===== src/rtl/rst_seq_pkg.sv =====
// Shared definitions for the board-level reset sequencer.
//   - State encodings reported on state_dbg (HOLD/STRETCH/RELEASE/RUN).
//   - clog2_min1(): ceiling log2 clamped to at least 1, used to size
//     counters so that degenerate parameter choices still give a legal width.
package rst_seq_pkg;

    localparam logic [1:0] ST_HOLD    = 2'd0;
    localparam logic [1:0] ST_STRETCH = 2'd1;
    localparam logic [1:0] ST_RELEASE = 2'd2;
    localparam logic [1:0] ST_RUN     = 2'd3;

    function automatic int clog2_min1(input int value);
        int width;
        width = 0;
        for (int i = 0; i < 32; i++) begin
            if ((64'd1 << width) < 64'(value)) begin
                width = width + 1;
            end
        end
        return (width < 1) ? 1 : width;
    endfunction

endpackage


===== src/rtl/debounce_sync.sv =====
// Two-flop synchroniser followed by an optional debounce filter.
//   clk    : system clock
//   rst_n  : asynchronous active-low reset (clears the synchroniser,
//            loads the filtered output with RESET_VAL)
//   din    : raw asynchronous input
//   flip   : already-synchronous polarity modifier, XORed after the sync
//   dout   : filtered (or, with BYPASS, merely synchronised) level
// With BYPASS=1 the debounce counter is not built and dout is the
// synchronised level (XOR INVERT XOR flip).
// Without BYPASS, dout only follows the synchronised level after it has
// disagreed with dout for 2^DEBOUNCE_BITS consecutive cycles.
module debounce_sync #(
    parameter int DEBOUNCE_BITS = 16,
    parameter bit BYPASS        = 1'b0,
    parameter bit INVERT        = 1'b0,
    parameter bit RESET_VAL     = 1'b0
) (
    input  logic clk,
    input  logic rst_n,
    input  logic din,
    input  logic flip,
    output logic dout
);

    logic [1:0] sync;
    logic       raw;

    // NOTE: sequential state uses non-blocking assignments so every flop
    // samples the pre-edge value of its neighbours.
    always_ff @(posedge clk or negedge rst_n) begin
        if (!rst_n) begin
            sync <= '0;
        end else begin
            sync <= {sync[0], din};
        end
    end

    assign raw = sync[1] ^ INVERT ^ flip;

    if (BYPASS) begin : g_bypass
        assign dout = raw;
    end else begin : g_debounce
        logic [DEBOUNCE_BITS-1:0] cnt;
        logic                     db;

        // The counter only runs while the input disagrees with the held
        // level; any agreement restarts it, so short glitches vanish.
        always_ff @(posedge clk or negedge rst_n) begin
            if (!rst_n) begin
                cnt <= '0;
                db  <= RESET_VAL;
            end else if (raw == db) begin
                cnt <= '0;
            end else if (cnt == '1) begin
                db  <= raw;
                cnt <= '0;
            end else begin
                cnt <= cnt + 1'b1;
            end
        end

        assign dout = db;
    end

endmodule


===== src/rtl/reset_sequencer.sv =====
// Board-level multi-domain reset sequencer.
//   clk         : system clock
//   reset_in    : asynchronous active-low master reset
//   pll_locked  : PLL lock, asynchronous (synchronised, not debounced)
//   key_n       : raw push-button, low = pressed (synchronised + debounced)
//   sw_invert   : raw switch that inverts the button sense
//   reset_out_n : per-domain active-low resets, bit 0 released first
//   ready       : high once every domain is released (RUN)
//   state_dbg   : current state encoding
//   reset_count : saturating count of reset entries from a non-HOLD state
// Sequence: HOLD until button released and PLL locked, STRETCH for
// STRETCH_CYCLES cycles, RELEASE domains STAGE_GAP cycles apart, RUN.
// Any abort (button active or lock lost) returns to HOLD in one edge.
module reset_sequencer
    import rst_seq_pkg::*;
#(
    parameter int NUM_DOMAINS    = 2,
    parameter int DEBOUNCE_BITS  = 16,
    parameter int STRETCH_CYCLES = 1024,
    parameter int STAGE_GAP      = 16
) (
    input  logic                   clk,
    input  logic                   reset_in,
    input  logic                   pll_locked,
    input  logic                   key_n,
    input  logic                   sw_invert,
    output logic [NUM_DOMAINS-1:0] reset_out_n,
    output logic                   ready,
    output logic [1:0]             state_dbg,
    output logic [7:0]             reset_count
);

    localparam int REL_LAST = (NUM_DOMAINS - 1) * STAGE_GAP;
    localparam int REL_W    = clog2_min1(REL_LAST + 1);
    localparam int STR_W    = clog2_min1(STRETCH_CYCLES);

    localparam logic [REL_W-1:0] REL_LAST_V = REL_W'(REL_LAST);
    localparam logic [STR_W-1:0] STR_LOAD   = STR_W'(STRETCH_CYCLES - 1);

    logic                   sw_s;
    logic                   lock_s;
    logic                   btn_db;
    logic                   abort;
    logic [1:0]             state;
    logic [STR_W-1:0]       str_cnt;
    logic [REL_W-1:0]       rel_cnt;
    logic [NUM_DOMAINS-1:0] stage_due;

    debounce_sync #(
        .DEBOUNCE_BITS(1), .BYPASS(1'b1), .INVERT(1'b0), .RESET_VAL(1'b0)
    ) u_sw_sync (
        .clk(clk), .rst_n(reset_in), .din(sw_invert), .flip(1'b0), .dout(sw_s)
    );

    debounce_sync #(
        .DEBOUNCE_BITS(1), .BYPASS(1'b1), .INVERT(1'b0), .RESET_VAL(1'b0)
    ) u_lock_sync (
        .clk(clk), .rst_n(reset_in), .din(pll_locked), .flip(1'b0), .dout(lock_s)
    );

    // Button is active when ~key_s ^ sw_s; it comes out of reset "pressed"
    // so the board stays held until the filter has seen a clean release.
    debounce_sync #(
        .DEBOUNCE_BITS(DEBOUNCE_BITS), .BYPASS(1'b0), .INVERT(1'b1), .RESET_VAL(1'b1)
    ) u_key_db (
        .clk(clk), .rst_n(reset_in), .din(key_n), .flip(sw_s), .dout(btn_db)
    );

    assign abort = btn_db | ~lock_s;

    // NOTE: every combinational output gets a default first so no path
    // leaves it unassigned and no latch is inferred.
    always_comb begin
        stage_due = '0;
        for (int i = 0; i < NUM_DOMAINS; i++) begin
            stage_due[i] = (int'(rel_cnt) >= i * STAGE_GAP);
        end
    end

    always_ff @(posedge clk or negedge reset_in) begin
        if (!reset_in) begin
            state       <= ST_HOLD;
            str_cnt     <= '0;
            rel_cnt     <= '0;
            reset_out_n <= '0;
            ready       <= 1'b0;
            reset_count <= '0;
        end else if (abort) begin
            // All domains drop together; only a real exit from the
            // sequence is counted, not a continued hold.
            state       <= ST_HOLD;
            str_cnt     <= '0;
            rel_cnt     <= '0;
            reset_out_n <= '0;
            ready       <= 1'b0;
            if (state != ST_HOLD && reset_count != 8'hFF) begin
                reset_count <= reset_count + 8'd1;
            end
        end else begin
            case (state)
                ST_HOLD: begin
                    state   <= ST_STRETCH;
                    str_cnt <= STR_LOAD;
                end
                ST_STRETCH: begin
                    if (str_cnt == '0) begin
                        state   <= ST_RELEASE;
                        rel_cnt <= '0;
                    end else begin
                        str_cnt <= str_cnt - 1'b1;
                    end
                end
                ST_RELEASE: begin
                    if (rel_cnt == REL_LAST_V) begin
                        state       <= ST_RUN;
                        ready       <= 1'b1;
                        reset_out_n <= '1;
                    end else begin
                        // OR keeps released domains high; none ever drops alone.
                        reset_out_n <= reset_out_n | stage_due;
                        rel_cnt     <= rel_cnt + 1'b1;
                    end
                end
                default: begin
                    state <= ST_RUN;
                end
            endcase
        end
    end

    assign state_dbg = state;

endmodule


===== config.mk =====
export PLATFORM = sky130hd
export DESIGN_NAME = reset_sequencer
export DESIGN_NICKNAME = d
export VERILOG_FILES = /design/src/rtl/rst_seq_pkg.sv /design/src/rtl/debounce_sync.sv /design/src/rtl/reset_sequencer.sv
export SDC_FILE = /design/constraint.sdc
export NUM_CORES = 1
export LEC_CHECK = 0
export CAP_MARGIN = 5
export CORE_MARGIN = 1.5
export CORE_UTILIZATION = 50
export CTS_BUF_LIST = sky130_fd_sc_hd__clkbuf_8
export DETAILED_ROUTE_END_ITERATION = 8
export DONT_BUFFER_PORTS = 1
export PLACE_DENSITY = 0.67
export SETUP_SLACK_MARGIN = 0.4
export SYNTH_ARGS = -nofsm -noshare
export SYNTH_HDL_FRONTEND = slang
export SYNTH_SLANG_ARGS = --single-unit

===== constraint.sdc =====
create_clock -name clk -period 3.63 [get_ports clk]
set_input_delay 0.363 -clock clk [delete_from_list [all_inputs] [get_ports clk]]
set_output_delay 0.363 -clock clk [all_outputs]
set_load 0.01 [all_outputs]

# Word level (Yosys, flattened, before mapping)
# Cells that the tools add are included.
[classes]
addsub = 4
n_lt_le_gt_ge = 1
n_eq_ne = 10
muxes = 19
bitwise = 6
n_reduce_logical = 14
[ops]
columns = ["operator", "count"]
rows = [
  ["2-to-1 mux 16 bit", 2],
  ["2-to-1 mux 10 bit", 2],
  ["one-hot mux 10 bit (2 select lines)", 1],
  ["adder 16 x 1 -> 16 bit, second input constant", 1],
  ["equality test 16 bit, second input constant", 1],
  ["2-to-1 mux 5 bit", 3],
  ["2-to-1 mux 2 bit", 6],
  ["!= test 3 bit, second input constant", 4],
  ["zero test 10 bit", 1],
  ["one-hot mux 5 bit (2 select lines)", 1],
  ["AND reduction 2 bit", 5],
  ["subtractor 10 x 1 -> 10 bit, second input constant", 1],
  ["adder 8 x 1 -> 8 bit, second input constant", 1],
  ["!= test 8 bit, second input constant", 1],
  ["one-hot mux 2 bit (3 select lines)", 1],
  ["nonzero test 2 bit", 3],
  ["nonzero test 3 bit", 2],
  ["adder 5 x 1 -> 5 bit, second input constant", 1],
  ["equality test 5 bit, second input constant", 1],
  [">= comparator 5 bit, second input constant", 1],
  ["2-to-1 mux 1 bit", 3],
  ["NOT 1 bit", 3],
  ["AND reduction 3 bit", 1],
  ["equality test 2 x 1 -> 1 bit, second input constant", 1],
  ["7 further kinds", 7],
]
[totals]
reg_bits = 51
inputBits = 5
output_inout_bits = 13
wordCells = 65

# Longest topological paths before layout
[depth]
word_depth = 5
depth_mapped = 6

# By module
# From an unflattened synthesis, not the netlist that was laid out.
[hier_totals]
hier_cells = 230
hier_area_um2 = 2486.1
[modules_own_cells]
columns = ["module", "n_inst", "cells_each", "area_each_um2", "seq_area_each_um2"]
rows = [
  ["reset_sequencer", 1, 137, 1478.9, 700.7],
  ["debounce_sync at u_key_db", 1, 87, 889.6, 476.7],
  ["debounce_sync at u_lock_sync ...", 2, 3, 58.8, 50.0],
]

# Least setup slack after synthesis
# OpenSTA, ideal clock, no wires.
[synth_path]
path_type = "register -> register"
startpoint = "reg str_cnt[2]"
endpoint = "reg str_cnt[7]"
setup_time_ns = 0.078
t_arrival_ns = 1.841
slack_ns = 1.711
path_stages_with_launch = 5
path_cell_list = "dfrtp_1 or4_1 or3_1 or4b_1 a21oi_1"
[synth_between]
elab_chain_cells = 4
[synth_lines]
columns = ["element", "line", "source"]
rows = [
  ["from (decl)", "reset_sequencer.sv:45", "logic [STR_W-1:0] str_cnt;"],
  ["from (signal assigned)", "reset_sequencer.sv:110", "str_cnt <= str_cnt - 1'b1;"],
  ["subtractor 10 x 1 -> 10 bit", "reset_sequencer.sv:110", ""],
  ["2-to-1 mux 10 bit", "reset_sequencer.sv:106", "if (str_cnt == '0) begin"],
  ["one-hot mux 10 bit (2 select lines)", "reset_sequencer.sv:100", "case (state)"],
  ["2-to-1 mux 10 bit", "reset_sequencer.sv:88", "end else if (abort) begin"],
]
# Parallel ways exist; a longest one is shown, timed or not. The select of a mux whose other input is x is not followed.
# A chain may end at the register's enable or synchronous reset.

# Worst setup path in the final report
[layout_path]
startpoint = "reg rel_cnt[0]"
endpoint = "reg rel_cnt[0]"
[layout_between]
elab_chain_cells = 4
[layout_lines]
columns = ["element", "line", "source"]
rows = [
  ["from (decl)", "reset_sequencer.sv:46", "logic [REL_W-1:0] rel_cnt;"],
  ["from (signal assigned)", "reset_sequencer.sv:121", "rel_cnt <= rel_cnt + 1'b1;"],
  ["adder 5 x 1 -> 5 bit", "reset_sequencer.sv:121", ""],
  ["2-to-1 mux 5 bit", "reset_sequencer.sv:114", "if (rel_cnt == REL_LAST_V) begin"],
  ["one-hot mux 5 bit (2 select lines)", "reset_sequencer.sv:100", ""],
  ["2-to-1 mux 5 bit", "reset_sequencer.sv:88", ""],
]
# Parallel ways exist; a longest one is shown, timed or not. The select of a mux whose other input is x is not followed.

==> results.txt <==
- Sequential group share of total power: 60.8%
* Global-route wire length before repair: 7.58 mm
- Post-layout instance area: 2600 um^2
- Routability cong.: 0.857
- Io pins: 18
- Hold path start: key_n
* GRT Residual Overflow: 0
- Summed over all failing endpoints, the final setup total negative slack is 0 ps.
- For this run, asynchronously set or reset flops after synthesis account for 100%.
- The floorplan step defined a core boundary enclosing 4690 um^2.
- Worst VDD drop: 0.348 mV
- Layout Cells excl Fill: 294
- Htree depth: 2
- Skew-Pair Late Insertion Delay: 310 ps
- For this run, the number of Yosys warnings is 0.
- Across the run, the number of max-cap violations was 0.
* Leading cell type in the layout, fill and taps excluded: sky130_fd_sc_hd__dfrtp_1
- The final route contains 1736 vias.
- Number of enable flip-flop cells after synthesis: 0
- Total inserted antenna cells: 0
- In this run the horizontal extent of the chip is 72.7 um.
* Standard-cell rows: 25
- Initial core utilization: 51.8%
- The clock passes through at most 2 buffers.
- In this run the worst hold path is classified as primary input to flip-flop.
- Routed length per instance: 14.7 um
* Depth of the worst register-to-register path: 6
- Before antenna repair, the detailed router went through 4 iterations.
- Clock tree synthesis found a total of 51 sinks.
* Final HPWL from detailed placement: 2.89 mm
* Vias in the first global route: 1658
* Slew @ Worst Pin: 710 ps
- STA puts the critical path data required time at 3860 ps.
- Cell breakdown of the critical path: inv_1, ha_1, nor4bb_1, nor2_1, a211oi_1, mux2_2
* Prevailing post-synth register cell: sky130_fd_sc_hd__dfrtp_1
- Commonest cells after routing, fill and taps aside: 50 x sky130_fd_sc_hd__dfrtp_1, 28 x sky130_fd_sc_hd__nor2_1, 17 x sky130_fd_sc_hd__xor2_1, 14 x sky130_fd_sc_hd__nand2_1, 13 x sky130_fd_sc_hd__nand3_1
- WP depth: 6
- The detailed router finished its first iteration with 104 violations.
- Clock share of power: 27.0%
- Leakage power figure: 1.15 nW
* Clk slew on worst S/H paths: 80 ps
* Proportion of synthesized chip area in sequential cells: 52.6%
* Crit path largest cell delay: 640 ps
* Count of port buffers added during placement: 0
- The worst setup path is captured at a flip-flop.
* Slowest CP cell: sky130_fd_sc_hd__a211oi_1
- At the end of the flow, the number of nets in the layout was 249.
* Fraction of layout instances using a drive strength above 1: 6.67%
- The setup check on the worst reg-to-reg path leaves a slack of 1510 ps.
- Net switching is 29.7% of the power.
- The clock arrives with 16.7 ps of skew.
- Net count of the mapped netlist: 246
- CP bufs+invs: 1
- Residual antenna-violating net count after detailed routing: 0
- The worst register-to-register path ends at rel_cnt[0].
- The placed instances occupy a cell area of 2470 um^2.
- In this run the clock root is driven by a sky130_fd_sc_hd__clkbuf_8.
- Data arrival time of the critical path: 2350 ps
* Distinct cell type count after synthesis: 40
* Classification of the worst setup path: flip-flop to flip-flop
- Routed Wire Length: 4.31 mm
- Layout overhead on the synthesized area: 6.85%
* Comb pwr share: 12.3%
- The floorplan step defined a die boundary enclosing 5290 um^2.
* Number of pins exceeding their max-slew limit in the final report: 0
- Design internal power: 813 uW
- Number of cells after detailed placement: 284
- The number of clock buffers added by TritonCTS is 5.
- Post-synthesis cell count: 236
- FF+latch count, synth: 51
- Cells on Worst Hold Path: 0
* Clock tree from TritonCTS: done
* Per-cell via count in the routed design: 5.90
- Run status: completed
- Filler cell count: 426
- Origin of the critical flop-to-flop path: rel_cnt[0]
* Relative slew slack: 52.4%
* Final worst path period share: 58.4%
* Biggest fanout along the worst timing path: 6
- WHS Endpoint: u_key_db.sync[0]
* Pin count of the biggest net entering global routing: 52
* Setup repair bufs after CTS: 0
- Number of DRC violations after detailed routing: 0
- In this run the mean area of a mapped cell was 10.3 um^2.
- The worst setup path is launched from a flip-flop.
* Dominant delay contributor by cell family on the critical path: compound AO/OA/AOI/OAI gates
- Antenna violations before repair: 0
- Global Route Usage Sum: 18.6%
- Setup repair after global routing left no endpoint under its margin.
- Cts repair resizes: 0
- Cell area after technology mapping: 2430 um^2
* Peak clock frequency supported by timing: 0.471 GHz
- Chip height: 72.7 um
- For the finished layout, the period the worst path requires is 2120 ps.
* Net switching component of the power: 344 uW
- Power density relative to cell area: 446 nW/um^2
- The hold violation total from the final report came to 0.
* Setup Viol. Count Final: 0
## repair_timing
item / in CTS / in global routing
setup endpoints to repair: 0 / 0
hold buffers: 2 / 0
hold endpoints to repair: 51 / 0
## power by group through the flow
stage | Clock [mW] | Combinational [mW] | Sequential [mW]
after floorplan | 0 | 0.108 | 0.696
after global placement | 0 | 0.124 | 0.714
after detailed placement | 0 | 0.129 | 0.714
after CTS | 0.322 | 0.144 | 0.704
after global routing | 0.343 | 0.165 | 0.715
final | 0.312 | 0.142 | 0.703
## cell usage after synthesis (2+ instances only)
cell / count / area, um^2
sky130_fd_sc_hd__nand2b_1: 2 / 12.5
sky130_fd_sc_hd__o41ai_1: 2 / 17.5
sky130_fd_sc_hd__xor2_1: 17 / 149
sky130_fd_sc_hd__and3_1: 4 / 25.0
sky130_fd_sc_hd__nand3_1: 13 / 65.1
sky130_fd_sc_hd__mux2_2: 3 / 33.8
sky130_fd_sc_hd__inv_1: 10 / 37.5
sky130_fd_sc_hd__o2bb2ai_1: 3 / 26.3
sky130_fd_sc_hd__nand2_1: 14 / 52.6
sky130_fd_sc_hd__a221oi_1: 2 / 17.5
sky130_fd_sc_hd__a31oi_1: 4 / 25.0
sky130_fd_sc_hd__nor2b_1: 3 / 18.8
sky130_fd_sc_hd__xnor2_1: 8 / 70.1
sky130_fd_sc_hd__a211oi_1: 3 / 22.5
sky130_fd_sc_hd__or4_1: 2 / 15.0
sky130_fd_sc_hd__and4_1: 5 / 43.8
sky130_fd_sc_hd__dfrtp_1: 50 / 1250
sky130_fd_sc_hd__nor2_1: 28 / 105
sky130_fd_sc_hd__ha_1: 5 / 62.6
sky130_fd_sc_hd__nor3_1: 5 / 25.0
sky130_fd_sc_hd__nor4_1: 4 / 25.0
sky130_fd_sc_hd__nand4_1: 6 / 37.5
sky130_fd_sc_hd__a21oi_1: 10 / 50.1
sky130_fd_sc_hd__or2_2: 2 / 12.5
sky130_fd_sc_hd__nor4bb_1: 2 / 20.0
sky130_fd_sc_hd__o21ai_0: 7 / 35.0
sky130_fd_sc_hd__a41o_1: 2 / 20.0
sky130_fd_sc_hd__clkbuf_1: 6 / 22.5
sky130_fd_sc_hd__o31ai_1: 3 / 22.5
## flip-flops by register name, summed over array words and instances, names as in the netlist
name                     flops
u_key_db.sync                2
str_cnt                     10
ready                        1
u_sw_sync.sync               2
u_lock_sync.sync             2
rel_cnt                      5
reset_count                  8
reset_out_n                  2
u_key_db.g_debounce.cnt     16
u_key_db.dout                1
state_dbg                    2
## worst register-to-register path: cells and delay by family, from the launching register on
kind,cells,cell delay (ps)
flip-flops,1,400
multiplexers,1,270
adder cells (fa/ha/maj),1,140
buffers and inverters,1,90
AO/OA/AOI/OAI,1,640
AND/OR/NAND/NOR,2,520
## cell type report
type	count	area [um^2]	area share, %
multi-input cells	169	1090	42.1
flip-flops and latches	51	1280	49.2
clock inverters	3	15.0	0.578
clock buffers	5	68.8	2.65
well taps	54	67.6	2.60
inverters	10	37.5	1.45
repair buffers	2	37.5	1.45
## kinds of logic (layout without fill, tap and decap cells)
logic type               Yosys count  after routing  synth area share (%)
AND/OR/NAND/NOR                   95             95                  20.4
flip-flops                        51             51                  52.6
AO/OA/AOI/OAI                     41             41                  11.5
XOR/XNOR                          25             25                  9.01
buffers and inverters             16             20                  2.47
adder cells (fa/ha/maj)            5              5                  2.57
multiplexers                       3              3                  1.39
## through the flow
stage / hold WS [ps] / utilization (%) / power (mW) / worst slack (ps)
final: 87.0 / 55.3 / 1.16 / 1510
after global placement: 69.1 / 52.7 / 0.838 / 1550
after CTS: 75.7 / 55.3 / 1.17 / 1510
after global routing: 63.9 / 55.3 / 1.22 / 1350
after floorplan: 67.4 / - / 0.804 / 1710
after detailed placement: 69.2 / 52.7 / 0.843 / 1490
## how the worst max path moves through the flow
stage,start,end
after floorplan,str_cnt[2],str_cnt[7]
after global placement,rel_cnt[0],rel_cnt[2]
after detailed placement,rel_cnt[0],rel_cnt[2]
after CTS,rel_cnt[0],rel_cnt[0]
after global routing,rel_cnt[0],rel_cnt[2]
final,rel_cnt[0],rel_cnt[0]
## layer usage
metal | wire length (um) | share of wire, % | global-route usage, %
met1 | 2160 | 50 | 27.2
met2 | 1820 | 42 | 26.8
met3 | 261 | 6.1 | 4.70
met4 | 74 | 1.7 | 6.92
met5 | 0 | 0 | 0
No activity file was read; power rests on OpenSTA's default activity.
